==> src/rtl/poly_cap_pkg.sv <==
// Shared types and sizing helpers for the POLY_MAU result-capture block.
package poly_cap_pkg;

    localparam int DEFAULT_DW = 24;

    typedef enum logic [1:0] {
        IDLE  = 2'd0,
        ARMED = 2'd1,
        CAPT  = 2'd2,
        DONE  = 2'd3
    } state_t;

    // Bits needed to hold a count in the range 0..n inclusive.
    function automatic int cnt_w(input int n);
        return $clog2(n) + 1;
    endfunction

endpackage

==> src/rtl/poly_result_capture_if.sv <==
// Capture-side bus: POLY_MAU results in, FIFO head/status and debug state out.
// Handshake: poly_valid qualifies o0/o1 for one cycle (no backpressure); rd_pop consumes head when !empty.
interface poly_result_capture_if
    import poly_cap_pkg::*;
#(
    parameter int DW    = DEFAULT_DW,
    parameter int DEPTH = 4
);
    localparam int CW = cnt_w(DEPTH);

    logic          cap_start;
    logic          poly_valid;
    logic [DW-1:0] poly_mau_o0;
    logic [DW-1:0] poly_mau_o1;
    logic          rd_pop;
    logic [DW-1:0] head_o0;
    logic [DW-1:0] head_o1;
    logic [CW-1:0] fifo_cnt;
    logic          empty;
    logic          busy;
    logic          done;
    logic          timeout;
    logic          extra;
    state_t        state;

    modport master (
        output cap_start, poly_valid, poly_mau_o0, poly_mau_o1, rd_pop,
        input  head_o0, head_o1, fifo_cnt, empty, busy, done, timeout, extra, state
    );

    modport slave (
        input  cap_start, poly_valid, poly_mau_o0, poly_mau_o1, rd_pop,
        output head_o0, head_o1, fifo_cnt, empty, busy, done, timeout, extra, state
    );

endinterface

==> src/rtl/poly_result_capture_fifo.sv <==
// Synchronous show-ahead FIFO; dout presents the head entry and reads as 0 when empty.
module poly_result_fifo
    import poly_cap_pkg::*;
#(
    parameter int W     = 2 * DEFAULT_DW,
    parameter int DEPTH = 4
) (
    input  logic                    clk,
    input  logic                    rst_n,
    input  logic                    clr,
    input  logic                    push,
    input  logic                    pop,
    input  logic [W-1:0]            din,
    output logic [W-1:0]            dout,
    output logic [cnt_w(DEPTH)-1:0] cnt,
    output logic                    empty,
    output logic                    full
);
    localparam int PW = $clog2(DEPTH);
    localparam int CW = cnt_w(DEPTH);
    localparam logic [CW-1:0] FULL_CNT = CW'(DEPTH);

    logic [W-1:0]  mem_q [DEPTH];
    logic [PW-1:0] wr_ptr_q, wr_ptr_d;
    logic [PW-1:0] rd_ptr_q, rd_ptr_d;
    logic [CW-1:0] cnt_q, cnt_d;
    logic          do_push;
    logic          do_pop;

    assign empty   = (cnt_q == '0);
    assign full    = (cnt_q == FULL_CNT);
    assign do_pop  = pop && !empty;
    // A full FIFO still accepts a push when the head leaves on the same edge.
    assign do_push = push && (!full || do_pop);

    always_comb begin
        wr_ptr_d = wr_ptr_q;
        rd_ptr_d = rd_ptr_q;
        cnt_d    = cnt_q;
        if (do_push) wr_ptr_d = wr_ptr_q + 1'b1;
        if (do_pop)  rd_ptr_d = rd_ptr_q + 1'b1;
        if (do_push && !do_pop)      cnt_d = cnt_q + 1'b1;
        else if (do_pop && !do_push) cnt_d = cnt_q - 1'b1;
    end

    always_ff @(posedge clk) begin
        if (!rst_n || clr) begin
            wr_ptr_q <= '0;
            rd_ptr_q <= '0;
            cnt_q    <= '0;
        end else begin
            wr_ptr_q <= wr_ptr_d;
            rd_ptr_q <= rd_ptr_d;
            cnt_q    <= cnt_d;
        end
    end

    always_ff @(posedge clk) begin
        if (rst_n && !clr && do_push) mem_q[wr_ptr_q] <= din;
    end

    assign dout = empty ? '0 : mem_q[rd_ptr_q];
    assign cnt  = cnt_q;

endmodule

==> src/rtl/poly_result_capture.sv <==
// Arms on cap_start, captures NRES POLY_MAU result pairs into a show-ahead FIFO, flags timeout/extra.
module poly_result_capture
    import poly_cap_pkg::*;
#(
    parameter int DW      = DEFAULT_DW,
    parameter int DEPTH   = 4,
    parameter int NRES    = 4,
    parameter int TIMEOUT = 16
) (
    input  logic                  clk,
    input  logic                  rst_n,
    poly_result_capture_if.slave  bus
);
    localparam int TW = cnt_w(TIMEOUT);
    localparam int RW = cnt_w(NRES);
    localparam logic [TW-1:0] TMR_LAST = TW'(TIMEOUT - 1);
    localparam logic [RW-1:0] RES_LAST = RW'(NRES - 1);

    state_t        state_q;
    logic [TW-1:0] timer_q;
    logic [RW-1:0] captured_q;
    logic          timeout_q;
    logic          extra_q;

    logic               fifo_clr;
    logic               fifo_push;
    logic               fifo_pop;
    logic               fifo_full;
    logic               fifo_empty;
    logic [2*DW-1:0]    fifo_dout;

    // cap_start flushes and wins over any valid or pop in the same cycle.
    assign fifo_clr  = bus.cap_start;
    assign fifo_push = bus.poly_valid && !bus.cap_start &&
                       ((state_q == ARMED) || (state_q == CAPT));
    assign fifo_pop  = bus.rd_pop && !bus.cap_start;

    poly_result_fifo #(
        .W     (2 * DW),
        .DEPTH (DEPTH)
    ) u_fifo (
        .clk   (clk),
        .rst_n (rst_n),
        .clr   (fifo_clr),
        .push  (fifo_push),
        .pop   (fifo_pop),
        .din   ({bus.poly_mau_o1, bus.poly_mau_o0}),
        .dout  (fifo_dout),
        .cnt   (bus.fifo_cnt),
        .empty (fifo_empty),
        .full  (fifo_full)
    );

    always_ff @(posedge clk) begin
        if (!rst_n) begin
            state_q    <= IDLE;
            timer_q    <= '0;
            captured_q <= '0;
            timeout_q  <= 1'b0;
            extra_q    <= 1'b0;
        end else if (bus.cap_start) begin
            state_q    <= ARMED;
            timer_q    <= '0;
            captured_q <= '0;
            timeout_q  <= 1'b0;
            extra_q    <= 1'b0;
        end else begin
            case (state_q)
                ARMED, CAPT: begin
                    if (bus.poly_valid) begin
                        timer_q    <= '0;
                        captured_q <= captured_q + 1'b1;
                        if (state_q == ARMED && NRES != 1) state_q <= CAPT;
                        else if (captured_q == RES_LAST)   state_q <= DONE;
                    end else if (timer_q == TMR_LAST) begin
                        state_q   <= DONE;
                        timeout_q <= 1'b1;
                    end else begin
                        timer_q <= timer_q + 1'b1;
                    end
                end
                DONE: begin
                    if (bus.poly_valid) extra_q <= 1'b1;
                end
                default: ;
            endcase
            if (fifo_push && fifo_full && !fifo_pop) extra_q <= 1'b1;
        end
    end

    assign bus.head_o0 = fifo_dout[DW-1:0];
    assign bus.head_o1 = fifo_dout[2*DW-1:DW];
    assign bus.empty   = fifo_empty;
    assign bus.busy    = (state_q == ARMED) || (state_q == CAPT);
    assign bus.done    = (state_q == DONE);
    assign bus.timeout = timeout_q;
    assign bus.extra   = extra_q;
    assign bus.state   = state_q;

endmodule
==> src/flat_wrapper.sv <==
// flat-port wrapper written by rule: the top's interface ports become plain ports
module poly_result_capture_flat import poly_cap_pkg::*;
#(
    parameter int DW      = DEFAULT_DW,
    parameter int DEPTH   = 4,
    parameter int NRES    = 4,
    parameter int TIMEOUT = 16
)
  (clk, rst_n, bus_cap_start, bus_poly_valid, bus_poly_mau_o0, bus_poly_mau_o1, bus_rd_pop, bus_head_o0, bus_head_o1, bus_fifo_cnt, bus_empty, bus_busy, bus_done, bus_timeout, bus_extra, bus_state);
  poly_result_capture_if #(.DW(DW), .DEPTH(DEPTH)) bus_i ();
  input  logic clk;
  input  logic rst_n;
  input wire logic [$bits(bus_i.cap_start)-1:0] bus_cap_start;
  input wire logic [$bits(bus_i.poly_valid)-1:0] bus_poly_valid;
  input wire logic [$bits(bus_i.poly_mau_o0)-1:0] bus_poly_mau_o0;
  input wire logic [$bits(bus_i.poly_mau_o1)-1:0] bus_poly_mau_o1;
  input wire logic [$bits(bus_i.rd_pop)-1:0] bus_rd_pop;
  output wire logic [$bits(bus_i.head_o0)-1:0] bus_head_o0;
  output wire logic [$bits(bus_i.head_o1)-1:0] bus_head_o1;
  output wire logic [$bits(bus_i.fifo_cnt)-1:0] bus_fifo_cnt;
  output wire logic [$bits(bus_i.empty)-1:0] bus_empty;
  output wire logic [$bits(bus_i.busy)-1:0] bus_busy;
  output wire logic [$bits(bus_i.done)-1:0] bus_done;
  output wire logic [$bits(bus_i.timeout)-1:0] bus_timeout;
  output wire logic [$bits(bus_i.extra)-1:0] bus_extra;
  output wire logic [$bits(bus_i.state)-1:0] bus_state;
  assign bus_i.cap_start = bus_cap_start;
  assign bus_i.poly_valid = bus_poly_valid;
  assign bus_i.poly_mau_o0 = bus_poly_mau_o0;
  assign bus_i.poly_mau_o1 = bus_poly_mau_o1;
  assign bus_i.rd_pop = bus_rd_pop;
  assign bus_head_o0 = bus_i.head_o0;
  assign bus_head_o1 = bus_i.head_o1;
  assign bus_fifo_cnt = bus_i.fifo_cnt;
  assign bus_empty = bus_i.empty;
  assign bus_busy = bus_i.busy;
  assign bus_done = bus_i.done;
  assign bus_timeout = bus_i.timeout;
  assign bus_extra = bus_i.extra;
  assign bus_state = bus_i.state;
  poly_result_capture #(.DW(DW), .DEPTH(DEPTH), .NRES(NRES), .TIMEOUT(TIMEOUT)) u_core (.clk(clk), .rst_n(rst_n), .bus(bus_i));
endmodule
==> config.mk <==
export PLATFORM = sky130hd
export DESIGN_NAME = poly_result_capture_flat
export DESIGN_NICKNAME = d
export VERILOG_FILES = /design/src/rtl/poly_cap_pkg.sv /design/src/rtl/poly_result_capture_if.sv /design/src/rtl/poly_result_capture_fifo.sv /design/src/rtl/poly_result_capture.sv /design/src/flat_wrapper.sv
export SDC_FILE = /design/constraint.sdc
export NUM_CORES = 1
export LEC_CHECK = 0
export CELL_PAD_IN_SITES_DETAIL_PLACEMENT = 1
export CELL_PAD_IN_SITES_GLOBAL_PLACEMENT = 2
export CORE_MARGIN = 4
export CORE_UTILIZATION = 37
export DETAILED_ROUTE_END_ITERATION = 8
export HOLD_SLACK_MARGIN = 0.12
export PLACE_DENSITY_LB_ADDON = 0.3
export SLEW_MARGIN = 25
export SYNTH_ARGS = -nofsm -noshare
export SYNTH_HDL_FRONTEND = slang
export SYNTH_HIERARCHICAL = 1
export SYNTH_SLANG_ARGS = --single-unit
==> constraint.sdc <==
create_clock -name clk -period 2.5 [get_ports clk]
set_input_delay 0.5 -clock clk [delete_from_list [all_inputs] [get_ports clk]]
set_output_delay 0.5 -clock clk [all_outputs]
set_load 0.02 [all_outputs]
==> metrics.csv <==
metric;value;unit
layout cells sized above 1;34.51;%
Core Rows;54;
worst reg2reg setup slack;140;ps
Setup TNS Final;0;ps
Worst Path Max Fanout;6;
grt ovf;0;
number of synthesized register bits;213;
IO Port Bufs;110;
post-layout util;50.53;%
most common cell in the synthesized netlist;edfxtp_1;
Crit path largest cell delay;530;ps
Synth-to-Final Area Change;33.36;%
Net Sw Frac;20.32;%
critical path cell sequence;buf_12 -> buf_16 -> mux4_2 -> nor2b_4 -> buf_6;
largest net degree at the start of global routing;36;
Avg Cell Area, Syn;19.64;um2
routed vias/inst;5.095;
CP startpoint kind;flip-flop;
Hold Path Class;reg -> reg;
synth warn;6;
Final Hold Fails;0;
RSZ-0062 raised after global routing;true;
WL/cell;21.56;um
Comb pwr share;6.3;%
number of global-route vias before repair;4971;
CP Class;reg -> out;
CTS tree;done;
met1 WL;7601;um
Pre-antenna DRT Iters;4;
via count;4468;
die width;158.2;um
Final Max Slew Viols;0;
RR Endpoint;u_core/u_fifo/cnt[2]$_SDFFE_PP0P_;
antenna violations before repair;1;
initial detailed-routing violation count;180;
Worst slew margin;68.36;%
Filler Cell Count;2017;
drt drc;0;
worst endpoint data arrival time;2000;ps
clock skew;5.988;ps
post-synthesis instance area;8346;um2
Pwr Density;692.9;nW/um2
clk sinks;213;
Clock Latency Late Sink;500;ps
clock share of power;43.1;%
n_diodes;0;
GRT Total Usage;15.32;%
dpl ws;-401.3;ps
CTS Buf Count;24;
Layout Nets;646;
number of routed nets with antenna violations;0;
synth top area cells;edfxtp_1 69%, mux4_2 13%, dfxtp_1 5.0%;
fmax;400.3;MHz
hold path cells;2;
min-delay src;u_core/timer_q[4]$_SDFFE_PP0P_;
fin worst setup slack;1.996;ps
status;finished clean;
CTS max path bufs;3;
Internal;6.145;mW
Clock transition at path regs;60;ps
first-pass GRT wire length;29150;um
switching pwr;1.567;mW
Final setup viols;0;
CTS Hold Bufs;0;
Reg2Reg Depth;10;
io pins;111;
fin crit share;99.92;%
post-layout total power;7.711;mW
Lkg Pwr;3.744;nW
Routed met3 length;935;um
DIE HEIGHT;158.2;um
H-tree depth;1;
dpl hpwl;11260;um
Core Footprint;22030;um2
Yosys cell types;40;
start of the worst register-to-register path;u_core/bus.state[1]$_SDFFE_PP0P_;
Initial Utilization;37.89;%
uppermost layer routed;met5;
Yosys top cell by area;edfxtp_1;
Max Cap Viol;0;
maximum VDD drop;0.0005049;V
asr flop ratio synth;0;%
Post-DP Area;10040;um2
routability cong.;0.7088;
Worst-Margin Slew;474.6;ps
WP data required;2000;ps
Synth top cells by count;192 x edfxtp_1, 51 x nor2b_1, 48 x mux4_2;
Worst setup EP type;output pin;
Top FF cell, synth;edfxtp_1;
worst hold endpoint;u_core/timer_q[4]$_SDFFE_PP0P_;
Tmin final;2498;ps
Root Buffer;clkbuf_16;
sequential share of power;50.6;%
final instance area;11130;um2
sequential area share after synthesis;74.12;%
Post-Synthesis Cells;425;
metal2 WL;10110;um
Total Routed Length;18910;um
slowest CP cell;mux4_2;
# placed instances;822;
number of synthesized flops with an enable pin;192;
net count after synthesis;490;
Min Hold Slack;479.0;ps
die area;25020;um2
Post-Layout Cell Count;877;
area fraction of the dominant cell type after synthesis;69.09;%
state kept, by name, summed over array words and instances (netlist names), named ones only:
name and cells:
u_core/bus.extra 1, u_core/bus.state 2, u_core/bus.timeout 1, u_core/captured_q 3, u_core/timer_q 5, u_core/u_fifo/cnt 3, u_core/u_fifo/mem_q 192, u_core/u_fifo/rd_ptr_q 2
u_core/u_fifo/wr_ptr_q 2
worst max path at each step:
| stage | startpoint | end | cells past startpoint |
|---|---|---|---|
| floorplan | u_core/bus.state[1]$_SDFFE_PP0P_ | u_core/u_fifo/cnt[2]$_SDFFE_PP0P_ | 12 |
| global placement | bus_rd_pop | u_core/u_fifo/cnt[2]$_SDFFE_PP0P_ | 10 |
| detailed placement | bus_rd_pop | u_core/u_fifo/cnt[2]$_SDFFE_PP0P_ | 10 |
| CTS | flip-flop | bus_head_o1[13] | 6 |
| global route | flip-flop | bus_head_o0[1] | 5 |
| finish | flip-flop | bus_head_o0[8] | 5 |
power groups by stage:
stage / registers [mW] / logic [mW] / clock network (mW)
floorplan: 3.98 / 0.173 / 0
global placement: 3.98 / 0.427 / 0
detailed placement: 3.98 / 0.441 / 0
CTS: 3.90 / 0.447 / 3.42
global route: 3.90 / 0.517 / 3.60
finish: 3.90 / 0.482 / 3.33
layer usage:
| metal | global-route usage (%) | up-vias |
|---|---|---|
| met1 | 19.24 | 2333 |
| met5 | 0 | - |
| li1 | - | 1996 |
| met4 | 3.168 | 2 |
| met2 | 27.73 | 113 |
| met3 | 2.925 | 24 |
cell families after synthesis:
group,after synthesis,share of synthesized area (%)
adders and majority gates,12,1.889
AOI/OAI and AO/OA,23,1.694
buffers and inverters,27,1.769
DFF,213,74.12
xor gates and xnor gates,4,0.4199
and+or+nand+nor,95,6.792
muxes,51,13.31
area by class of cell:
type | count | area, um2 | share of cell area (%)
clock buffers | 30 | 644.4 | 5.790
well taps | 280 | 350.3 | 3.148
clock inverters | 12 | 105.1 | 0.9444
flip-flops and latches | 213 | 6197 | 55.68
multi-input cells | 185 | 2177 | 19.56
repair buffers | 149 | 1625 | 14.60
inverters | 8 | 30.03 | 0.2698
critical path, delay by kind of cell, from the launching register on:
kind	cells	cell delay, ps
buf+inv	3	410
simple gates	1	150
mux	1	530
flops	1	400
what timing repair did:
action                     in CTS  in global routing
cloned                          6                  1
setup endpoints to repair      50                 40
hold endpoints to repair        0                  0
setup buffers                   5                  2
pin swaps                       1                  3
gates resized for setup       204                 89
layout by cell type, fill, tap and decap left out, types with 3 or more instances in the layout:
| cell | netlist | layout |
|---|---|---|
| a31oi_1 | 3 | 3 |
| clkbuf_2 | 0 | 3 |
| edfxtp_1 | 192 | 192 |
| nand2_1 | 7 | 7 |
| nor2_1 | 11 | 11 |
| o21ai_0 | 5 | 5 |
| nor2b_4 | 0 | 17 |
| mux2i_1 | 3 | 3 |
| buf_12 | 0 | 15 |
| clkbuf_16 | 0 | 26 |
| buf_2 | 4 | 16 |
| clkdlybuf4s50_1 | 0 | 60 |
| clkbuf_1 | 8 | 5 |
| clkinv_1 | 0 | 4 |
| buf_16 | 0 | 5 |
| mux4_2 | 48 | 48 |
| buf_4 | 3 | 27 |
| dfxtp_1 | 21 | 14 |
| xor2_1 | 3 | 3 |
| ha_1 | 11 | 9 |
| nor2b_1 | 51 | 33 |
| clkinv_2 | 0 | 6 |
| inv_1 | 7 | 7 |
| dfxtp_2 | 0 | 6 |
| buf_6 | 4 | 19 |
| a21oi_1 | 9 | 8 |
| nand2b_1 | 4 | 4 |
| and3_2 | 4 | 4 |
No activity file was read; power rests on OpenSTA's default activity.
